File: config.mk
export PLATFORM = sky130hd
export DESIGN_NAME = fir4_out_decim_buf
export DESIGN_NICKNAME = d
export VERILOG_FILES = /design/src/rtl/fir4_out_decim_buf.sv
export SDC_FILE = /design/constraint.sdc
export NUM_CORES = 1
export LEC_CHECK = 0
export ABC_AREA = 1
export CORE_UTILIZATION = 31
export DETAILED_ROUTE_END_ITERATION = 7
export PLACE_DENSITY = 0.48
export SYNTH_ARGS = -nofsm -noshare
export SYNTH_HDL_FRONTEND = slang
export SYNTH_SLANG_ARGS = --single-unit
File: constraint.sdc
create_clock -name clk -period 2.4 [get_ports clk]
set_input_delay 0.48 -clock clk [delete_from_list [all_inputs] [get_ports clk]]
set_output_delay 0.48 -clock clk [all_outputs]
set_load 0.02 [all_outputs]
File: src/rtl/fir4_out_decim_buf.sv
// Rounded-mean output stage for the 4-tap FIR: divides each sum by 4, keeps one of every DECIM samples and buffers them in a FIFO.
// Optional macro FIR4_OB_DROPCNT_EN builds the saturating dropped-push counter behind drop_cnt.
module fir4_out_decim_buf #(
  parameter int w     = 16,
  parameter int DECIM = 2,
  parameter int DEPTH = 4
) (
  input  logic                     clk,
  input  logic                     reset,
  input  logic [w+1:0]             s_in,
  input  logic                     s_valid,
  input  logic                     clr,
  output logic [w-1:0]             y,
  output logic                     y_valid,
  input  logic                     y_ready,
  output logic [$clog2(DEPTH):0]   level,
  output logic                     ovf,
  output logic [7:0]               drop_cnt
);

  localparam int AW = $clog2(DEPTH);
  localparam int LW = AW + 1;
  localparam int PW = (DECIM > 1) ? $clog2(DECIM) : 1;

  // Round-half-up divide by 4 at w+3 bits, truncated to w bits.
  function automatic logic [w-1:0] round_mean(input logic [w+1:0] s);
    logic [w+2:0] t;
    t = {1'b0, s} + {{(w+1){1'b0}}, 2'b10};
    return t[w+1:2];
  endfunction

  logic [w-1:0]  mem_r [DEPTH];
  logic [LW-1:0] wr_ptr_r;
  logic [LW-1:0] rd_ptr_r;
  logic [PW-1:0] phase_r;
  logic [w-1:0]  y_r;
  logic          y_valid_r;
  logic [LW-1:0] level_r;
  logic          ovf_r;

  logic [w-1:0]  m_s;
  logic          last_s;
  logic          pop_s;
  logic          push_req_s;
  logic          push_ok_s;
  logic          drop_s;
  logic          full_s;
  logic [LW-1:0] wr_nxt_s;
  logic [LW-1:0] rd_nxt_s;
  logic [LW-1:0] level_nxt_s;
  logic [w-1:0]  y_nxt_s;

  // Handshake decode, next pointers and the next FIFO head; clr masks every transfer.
  always_comb begin
    m_s         = round_mean(s_in);
    last_s      = (phase_r == PW'(DECIM - 1));
    full_s      = (level_r == LW'(DEPTH));
    pop_s       = y_valid_r & y_ready & ~clr;
    push_req_s  = s_valid & last_s & ~clr;
    push_ok_s   = push_req_s & (~full_s | pop_s);
    drop_s      = push_req_s & ~push_ok_s;
    wr_nxt_s    = wr_ptr_r + {{AW{1'b0}}, push_ok_s};
    rd_nxt_s    = rd_ptr_r + {{AW{1'b0}}, pop_s};
    level_nxt_s = wr_nxt_s - rd_nxt_s;
    y_nxt_s     = {w{1'b0}};
    // A push into an empty FIFO lands in the slot the read pointer will address next.
    if (level_nxt_s == {LW{1'b0}}) begin
      y_nxt_s = {w{1'b0}};
    end else if (push_ok_s && (rd_nxt_s[AW-1:0] == wr_ptr_r[AW-1:0])) begin
      y_nxt_s = m_s;
    end else begin
      y_nxt_s = mem_r[rd_nxt_s[AW-1:0]];
    end
  end

  // FIFO storage; contents are never exposed while empty, so no reset is needed.
  always_ff @(posedge clk) begin
    if (push_ok_s) begin
      mem_r[wr_ptr_r[AW-1:0]] <= m_s;
    end else begin
      mem_r[wr_ptr_r[AW-1:0]] <= mem_r[wr_ptr_r[AW-1:0]];
    end
  end

  // Pointers, registered outputs and sticky overflow.
  always_ff @(posedge clk or negedge reset) begin
    if (!reset) begin
      wr_ptr_r  <= {LW{1'b0}};
      rd_ptr_r  <= {LW{1'b0}};
      level_r   <= {LW{1'b0}};
      y_valid_r <= 1'b0;
      y_r       <= {w{1'b0}};
      ovf_r     <= 1'b0;
    end else if (clr) begin
      wr_ptr_r  <= {LW{1'b0}};
      rd_ptr_r  <= {LW{1'b0}};
      level_r   <= {LW{1'b0}};
      y_valid_r <= 1'b0;
      y_r       <= {w{1'b0}};
      ovf_r     <= 1'b0;
    end else begin
      wr_ptr_r  <= wr_nxt_s;
      rd_ptr_r  <= rd_nxt_s;
      level_r   <= level_nxt_s;
      y_valid_r <= (level_nxt_s != {LW{1'b0}});
      y_r       <= y_nxt_s;
      ovf_r     <= ovf_r | drop_s;
    end
  end

  // Decimation phase: counts valid samples, wrapping after the last of each group.
  always_ff @(posedge clk or negedge reset) begin
    if (!reset) begin
      phase_r <= {PW{1'b0}};
    end else if (clr) begin
      phase_r <= {PW{1'b0}};
    end else if (s_valid) begin
      if (last_s) begin
        phase_r <= {PW{1'b0}};
      end else begin
        phase_r <= phase_r + PW'(1);
      end
    end else begin
      phase_r <= phase_r;
    end
  end

`ifdef FIR4_OB_DROPCNT_EN
  logic [7:0] drop_cnt_r;

  // Saturating count of pushes lost to a full FIFO.
  always_ff @(posedge clk or negedge reset) begin
    if (!reset) begin
      drop_cnt_r <= 8'd0;
    end else if (clr) begin
      drop_cnt_r <= 8'd0;
    end else if (drop_s && (drop_cnt_r != 8'd255)) begin
      drop_cnt_r <= drop_cnt_r + 8'd1;
    end else begin
      drop_cnt_r <= drop_cnt_r;
    end
  end

  assign drop_cnt = drop_cnt_r;
`else
  assign drop_cnt = 8'd0;
`endif

  assign y       = y_r;
  assign y_valid = y_valid_r;
  assign level   = level_r;
  assign ovf     = ovf_r;

endmodule

### Yosys cells after proc, flatten, opt, wreduce, memory -nomap -nowiden

Memory sizes are Yosys's and may differ from the RTL's.
Cells that the tools add are included.

* bits in writable memories: 64
* bits in latches: 0
* output and inout port bits: 29
* bits in registers: 28
* ROM bits: 0
* input bits: 23
* memories: 1

* $lt $le $gt $ge: 0
* shift-type cells: 0
* reductions and logical operators: 5
* muxes and demuxes: 15
* bitwise gates (word level): 12
* add/sub/neg operators: 5
* div/mod/pow operators: 0
* equality and inequality tests: 3
* $mul: 0

Memory list
* mem_r: depth 4, bits a word 16, rd ports 1, clocked after Yosys merged registers in 0, wr ports 1, RTL line 32 `logic [w-1:0] mem_r [DEPTH];`

Operators by type and width (number)
* 16-bit 2-to-1 mux: 4
* 18-bit by 2-bit adder with 18-bit output, second input constant: 1
* 3-bit 2-to-1 mux: 3
* 1-bit 2-to-1 mux: 8
* 3-bit by 1-bit adder with 3-bit output: 2
* 1-bit bitwise AND: 6
* 3-bit equality test, second input constant: 1
* 3-bit zero test: 1
* 1-bit NOT: 3
* 1-bit bitwise OR: 3
* 3-bit nonzero test: 1
* 3-bit subtractor: 1
* 2-bit equality test: 1
* 2-bit AND reduction: 1
* 2-bit nonzero test: 1
* 1-bit adder, second input constant: 1
* 1-bit logical AND: 1
* 0-bit inequality test: 1

### Depth between registers and ports, before layout

Gate-level depths: netlist of the first run.

* word-level depth: 9
* depth in mapped cells: 19
* depth with buffers taken out: 17

### Worst setup path before layout of the first run

No wires, ideal clock.

* path type: input -> register
* from: input port clr
* to: register y_r[1] (netlist: y[1])
* path slack: -0.321 ns
* stages: 18
* library setup time: 0.063 ns
* data required time: 2.337 ns
* buffers on the path: 4
* data arrival time: 2.658 ns
* cells stage by stage: buf_4 inv_2 nand3_2 inv_1 ha_1 ha_1 buf_4 inv_4 buf_2 fa_1 inv_1 nand3_1 nand3_1 nand3_1 nand2_1 buf_2 nand2_1 inv_1

* longest elaborated chain between the ends: 9

RTL lines
* start: declaration: RTL line 12 `input logic clr,`
* 1-bit NOT: RTL line 58, 59
* 1-bit bitwise AND: RTL line 58 `pop_s = y_valid_r & y_ready & ~clr;`
* 1-bit bitwise OR: RTL line 60 `push_ok_s = push_req_s & (~full_s | pop_s);`
* 1-bit bitwise AND: RTL line 60
* 3-bit by 1-bit adder with 3-bit output: RTL line 62 `wr_nxt_s = wr_ptr_r + {{AW{1'b0}}, push_ok_s};`
* 3-bit subtractor: RTL line 64 `level_nxt_s = wr_nxt_s - rd_nxt_s;`
* 3-bit zero test: RTL line 67 `if (level_nxt_s == {LW{1'b0}}) begin`
* 16-bit 2-to-1 mux: RTL line 67
* 16-bit 2-to-1 mux (*): RTL line 94 `end else if (clr) begin`
* end signal: assignment: RTL line 92 `y_r <= {w{1'b0}};`
* end signal: assignment: RTL line 99 `y_r <= {w{1'b0}};`
* end signal: assignment: RTL line 106 `y_r <= y_nxt_s;`
* end: declaration: RTL line 36 `logic [w-1:0] y_r;`

Mark *: on every way between the ends. The rest lies on a longest branch, timed or not.
A chain may end at the register's enable or synchronous reset.

### Final worst setup path of the first run

* from: register level_r[1] (netlist: level[1])
* to: register y_r[0] (netlist: y[0])

* longest elaborated chain between the ends: 9

RTL lines
* start: declaration: RTL line 38 `logic [LW-1:0] level_r;`
* start signal: assignment: RTL line 90 `level_r <= {LW{1'b0}};`
* start signal: assignment: RTL line 97 `level_r <= {LW{1'b0}};`
* start signal: assignment: RTL line 104 `level_r <= level_nxt_s;`
* 3-bit equality test (*): RTL line 57 `full_s = (level_r == LW'(DEPTH));`
* 1-bit NOT (*): RTL line 60
* 1-bit bitwise OR (*): RTL line 60
* 1-bit bitwise AND (*): RTL line 60
* 3-bit by 1-bit adder with 3-bit output: RTL line 62
* 3-bit subtractor: RTL line 64
* 3-bit zero test: RTL line 67
* 16-bit 2-to-1 mux (*): RTL line 67
* 16-bit 2-to-1 mux (*): RTL line 94

Marked as above.

==> results of run 1 <==
[what timing repair did]
| item | in CTS | in global routing |
|---|---|---|
| pin swaps | 2 | 11 |
| gates resized for setup | 15 | 12 |
| endpoints found under the hold margin | 0 | 0 |
| gates cloned | 1 | 0 |
| setup endpoints to repair | 17 | 17 |
[cell usage after synthesis]
cell        n  area, sq um
a21oi_1     1        5.000
and2_1      1        6.260
and2_2      1        7.510
buf_2       4        20.02
buf_4      10        75.07
buf_8       1        15.01
clkbuf_1    6        22.52
conb_1      1        3.750
dfrtp_1    28        700.7
edfxtp_1   64         1922
fa_1        1        20.02
ha_1        6        75.07
inv_1      45        168.9
inv_2       4        15.01
inv_4       1        6.260
nand2_1   132        495.5
nand2_2     2        12.51
nand3_1    32        160.2
nand3_2     2        20.02
nand4_1     6        37.54
nand4_4     1        21.27
nor2_1     50        187.7
nor2_2      1        6.260
nor2_8      1        20.02
nor3_1      4        20.02
o21a_1      1        7.510
o21ai_0    23        115.1
o22ai_1    10        62.56
xnor2_1     2        17.52
xor2_1      5        43.79
[power groups by stage]
stage                     Clock [mW]  Combinational, mW  Sequential, mW
final                           1.52              0.705            1.80
after global routing            1.63              0.783            1.81
after CTS                       1.56              0.707            1.80
after detailed placement           0              0.680            1.83
after global placement             0              0.667            1.83
after floorplan                    0              0.332            1.89
[flip-flops by register name, summed over array words and instances, names as in the netlist]
register and count:
y_valid 1, last_s 1, rd_ptr_r 3, mem_r 64, wr_ptr_r 3, ovf 1, y 16, level 3
[cell type report]
cell class,count,area [sq um]
well taps,176,220.2
clock inverters,5,82.58
flip-flops and latches,92,2623
repair buffers,76,742.0
fillers,1319,7711
multi-input cells,290,1529
inverters,50,197.7
clock buffers,11,242.7
[per-stage QoR]
step / utilization, % / TNS (ns)
detailed placement: 39.31 / -12.23
floorplan: - / -6.944
CTS: 41.97 / 0
global route: 42.23 / -0.07628
finish: 42.23 / 0
global placement: 39.31 / -10.60
[routing by layer]
metal  wire length [um]  part of all wire [%]  global-route usage [%]
met1               4540                    44                   19.84
met2               5218                    50                   27.42
met3                496                   4.8                   2.662
met4                164                   1.6                   5.547
met5                  0                     0                       0
[cells by family after synthesis]
family	after synthesis	share of synthesized area, %
buffers and inverters	71	7.524
other	1	0.08741
adders and majority gates	7	2.216
DFF	92	61.13
AOI/OAI and AO/OA	35	4.433
and+or+nand+nor	233	23.18
xor gates and xnor gates	7	1.429
[worst max path at each step]
stage	start	to	slack [ns]	cells after the start
floorplan	clr	y[1]	-0.09	18
detailed placement	clr	y[9]	-0.71	19
finish	level[1]	y[0]	0.11	16
global placement	clr	y[14]	-0.64	17
CTS	level[0]	y[9]	0.0004	17
global route	y_valid	y[0]	-0.02	15
==> flow_metrics.tcl, run 1 <==
set metrics [dict create \
    status "finished clean" \
    synth.yosys.seq_area_share_pct 61.13 \
    rsz0062_at_grt "true" \
    drt-vias-per-instance 4.546 \
    worstHoldEndpoint "last_s" \
    placedCellCount 683 \
    pwr-share-seq_pct 44.7 \
    rrSetupSlack_ns 0.11 \
    fin_nets 549 \
    switchingPower_mw 1.025 \
    first_global_vias 3240 \
    port-buffer-count 42 \
    slew_viol_final 0 \
    crit_path_top_delay_cell "fa_2" \
    detailedRoute.firstPassIterationCount 4 \
    clock_sinks 92 \
    cts_htree_levels 3 \
    number_of_instances_in_the_synthesized_netlist 446 \
    avgSynthCellArea_sq_um 9.620 \
    whs_ns 0.4905 \
    clock-root-buffer "clkbuf_16" \
    finalWorstPathRequiredPeriod_ns 2.288 \
    worst_stage_delay_on_the_critical_path_ns 0.43 \
    endpoint_kind "flop" \
    design_area_sq_um 5637 \
    synth-seq-cells 92 \
    combinational_fraction_of_design_power_pct 17.5 \
    critical_path_buf_inv_count 6 \
    hold_path_depth 1 \
    tritoncts "done" \
    worst-r2r-cell-count 16 \
    groute.usage.overall_pct 15.82 \
    power.static_leakage_nw 2.431 \
    antennaDiodeCount 0 \
    synthesis.yosys.warnings 0 \
    final_antenna_net_count 0 \
    clock_insertion_delay_at_the_later_pin_of_the_skew_report_ns 0.34 \
    grt_antenna_before_repair 0 \
    launch_point_of_the_worst_reg_to_reg_path "level[1]" \
    clockPowerShare_pct 37.8 \
    routed_wire_length_per_instance_um 14.89 \
    path_cells "nor2_2, nand3_4, nand2_4, inv_2, ha_4, inv_2, ha_4, inv_2, fa_2, inv_2, nor2_4, nor2_4, nand2_4, buf_6, nand2_1, inv_1" \
    post_route_cells_drive_above_1_share_pct 16.98 \
    drt-initial-drc-count 173 \
    maxCapViolCount 0 \
    routed-via-count 3182 \
    num_rows 42 \
    route.detailed.drc 0 \
    cpMostUsedCell "inv_2" \
    grt.overflow.total 0 \
    initial_core_util_pct 32.14 \
    fp.dieW_um 119.6 \
    power.internal_mw 3.001 \
    postRouteWirelength_um 10420 \
    criticalPathCategory "flop to flop" \
    postPlaceCellArea_sq_um 5248 \
    final_common_cell "nand2_1" \
    grt_first_pass_wirelength_um 16980 \
    power.total_mw 4.027 \
    part_of_the_cycle_the_worst_path_needs_pct 95.35 \
    timing.rr.end "y[0]" \
    timing.critical_path.max_delay_family "adder cells" \
    power.share.switching_pct 25.47 \
    setup-violations-final 0 \
    max_clock_freq_mhz 437.0 \
    final_cell_mix "130 x nand2_1, 64 x edfxtp_1, 47 x nor2_1" \
    path_category_of_the_worst_min_delay_check "flop to flop" \
    cts_post_setup_buffers_inserted 0 \
    postLayoutSetupSlackWorst_ns 0.1117 \
    post_cts_clock_slew_at_the_launch_and_capture_registers_of_the_worst_setup_and_hold_paths_ns 0.06 \
    maximum_number_of_pins_on_one_net_before_global_route_repair 34 \
    critical_path_required_ns 2.63 \
    ctsHoldBuffers 0 \
    core_area_sq_um 13350 \
    cts_made_buffers 9 \
    gp_congestion 0.7867 \
    crit_fanout 6 \
    area_delta_synth_final_pct 31.38 \
    power_per_cell_area_nw_per_um2 714.4 \
    place.detailed.hpwl_um 6948 \
    hp-start "last_s" \
    final_worst_clock_skew_ns 0.007927 \
    mappedNetlistArea_sq_um 4290 \
    floorplan.io_pins 52 \
    worst_ir_drop_vdd_mv 0.4432 \
    arrival_ns 2.52 \
    layout.cells.non_filler 700 \
    post-place-ws_ns -0.7117 \
    critical_path.startpoint_type "flop" \
    netlist-cell-type-count 30 \
    finalHoldViolations 0 \
    cts-root-to-sink-buffers 2 \
    overall_die_area_sq_um 14310 \
    die-height_um 119.6 \
]
Power figures use the tool's default switching activity.
==> run 2, diff against run 1 <==
- MAX_ROUTING_LAYER: not set -> met4
==> run 2 against run 1 <==
Against the previous run: via count barely moved; core utilization unchanged; fmax hardly changed; critical path depth did not move; cell count unchanged; highest routed layer unchanged; critical path type unchanged; final area did not move; setup slack better by 0.0017 ns.
==> flow_metrics.tcl, run 2 (same netlist as run 1, synthesis figures left out) <==
set metrics [dict create \
    cpMostUsedCell "inv_2" \
    timing.critical_path.max_delay_family "adder cells" \
    initial_core_util_pct 32.14 \
    worstHoldEndpoint "last_s" \
    maxCapViolCount 0 \
    post-place-ws_ns -0.7117 \
    slew_viol_final 0 \
    criticalPathCategory "flop to flop" \
    tritoncts "done" \
    port-buffer-count 42 \
    final_cell_mix "130 x nand2_1, 64 x edfxtp_1, 47 x nor2_1" \
    postRouteWirelength_um 10350 \
    area.sequential_sq_um 2623 \
    power.share.switching_pct 25.38 \
    grt_first_pass_wirelength_um 16990 \
    fillCellCount 1319 \
    cts_htree_levels 3 \
    power_per_cell_area_nw_per_um2 713.5 \
    final_worst_clock_skew_ns 0.007483 \
    clock_sinks 92 \
    overall_die_area_sq_um 14310 \
    grt.overflow.total 0 \
    switchingPower_mw 1.021 \
    endpoint_kind "flop" \
    core_area_sq_um 13350 \
    gp_congestion 0.7977 \
    route.detailed.drc 0 \
    final_common_cell "nand2_1" \
    cts_post_setup_buffers_inserted 0 \
    floorplan.io_pins 52 \
    cts_made_buffers 9 \
    post_cts_clock_slew_at_the_launch_and_capture_registers_of_the_worst_setup_and_hold_paths_ns 0.06 \
    hp-start "last_s" \
    final_antenna_net_count 0 \
    clock_insertion_delay_at_the_later_pin_of_the_skew_report_ns 0.33 \
    first_global_vias 3243 \
    area_delta_synth_final_pct 31.38 \
    drt-vias-per-instance 4.543 \
    power.total_mw 4.022 \
    fp.dieW_um 119.6 \
    worst_ir_drop_vdd_mv 0.4332 \
    multiInputGateArea_sq_um 1529 \
    launch_point_of_the_worst_reg_to_reg_path "level[1]" \
    postLayoutSetupSlackWorst_ns 0.1134 \
    status "finished clean" \
    crit_path_top_delay_cell "fa_2" \
    post_route_cells_drive_above_1_share_pct 16.98 \
    drt-initial-drc-count 171 \
    layout.cells.non_filler 700 \
    max_clock_freq_mhz 437.3 \
    path_category_of_the_worst_min_delay_check "flop to flop" \
    place.detailed.hpwl_um 6948 \
    maximum_number_of_pins_on_one_net_before_global_route_repair 34 \
    crit_fanout 6 \
    largest_register_ff_count 64 \
    critical_path_buf_inv_count 6 \
    arrival_ns 2.52 \
    finalWorstPathRequiredPeriod_ns 2.287 \
    setup-violations-final 0 \
    detailedRoute.firstPassIterationCount 4 \
    critical_path.startpoint_type "flop" \
    grt_antenna_before_repair 0 \
    power.internal_mw 3.001 \
    rrSetupSlack_ns 0.11 \
    placedCellCount 683 \
    critical_path_required_ns 2.63 \
    part_of_the_cycle_the_worst_path_needs_pct 95.27 \
    cts-root-to-sink-buffers 2 \
    path_cells "nor2_2, nand3_4, nand2_4, inv_2, ha_4, inv_2, ha_4, inv_2, fa_2, inv_2, nor2_4, nor2_4, nand2_4, buf_6, nand2_1, inv_1" \
    pwr-share-seq_pct 44.8 \
    worst_stage_delay_on_the_critical_path_ns 0.43 \
    clock-root-buffer "clkbuf_16" \
    timing.rr.end "y[0]" \
    groute.usage.overall_pct 16.28 \
    routed_wire_length_per_instance_um 14.78 \
    die-height_um 119.6 \
    num_rows 42 \
    power.static_leakage_nw 2.431 \
    rsz0062_at_grt "true" \
    clockPowerShare_pct 37.7 \
    worst-r2r-cell-count 16 \
    fin_nets 549 \
    hold_path_depth 1 \
    postLayoutCoreUtil_pct 42.23 \
    routed-via-count 3180 \
    tns_ns 0 \
    combinational_fraction_of_design_power_pct 17.5 \
    finalHoldViolations 0 \
    antennaDiodeCount 0 \
]
==> run 2: final cells by class <==
| cell class | instances | share of cell area [%] |
|---|---|---|
| Sequential cell | 92 | 46.53 |
| Inverter | 50 | 3.507 |
| Clock buffer | 11 | 4.306 |
| Multi-Input combinational cell | 290 | 27.13 |
| Timing Repair Buffer | 76 | 13.16 |
| Tap cell | 176 | 3.907 |
| Clock inverter | 5 | 1.465 |
==> run 2: power by group through the flow <==
stage               combinational (mW)  sequential [mW]  clock (mW)
floorplan                        0.332             1.89           0
global placement                 0.667             1.83           0
detailed placement               0.680             1.83           0
CTS                              0.707             1.80        1.56
global route                     0.783             1.81        1.63
finish                           0.704             1.80        1.52
==> run 2: metrics by stage <==
stage | area (sq um) | hold slack (ns)
floorplan | 4438 | 0.1844
global placement | 5248 | 0.4533
detailed placement | 5248 | 0.4609
CTS | 5602 | 0.4897
global route | 5637 | 0.5209
finish | 5637 | 0.4905
==> run 2: routing by layer <==
layer | part of all wire, % | vias up | GRT usage, %
met5 | 0 | - | -
met4 | 1.3 | 0 | 5.547
met3 | 4.6 | 12 | 2.662
met2 | 50 | 73 | 27.35
met1 | 44 | 1507 | 19.90
li1 | - | 1588 | -
==> run 2: how the worst max path moves through the flow <==
stage | cells past startpoint | slack (ns) | to | startpoint
floorplan | 18 | -0.09 | y[1] | clr
global placement | 17 | -0.64 | y[14] | clr
detailed placement | 19 | -0.71 | y[9] | clr
CTS | 17 | 0.0004 | y[9] | level[0]
global route | 15 | -0.02 | y[0] | y_valid
finish | 16 | 0.11 | y[0] | level[1]
==> run 2: timing repair <==
| item | in CTS | in global routing |
|---|---|---|
| gates resized for setup | 15 | 12 |
| cloned | 1 | 0 |
| endpoints found under the setup margin | 17 | 17 |
| pin swaps | 2 | 11 |
| hold buffers | 0 | 0 |
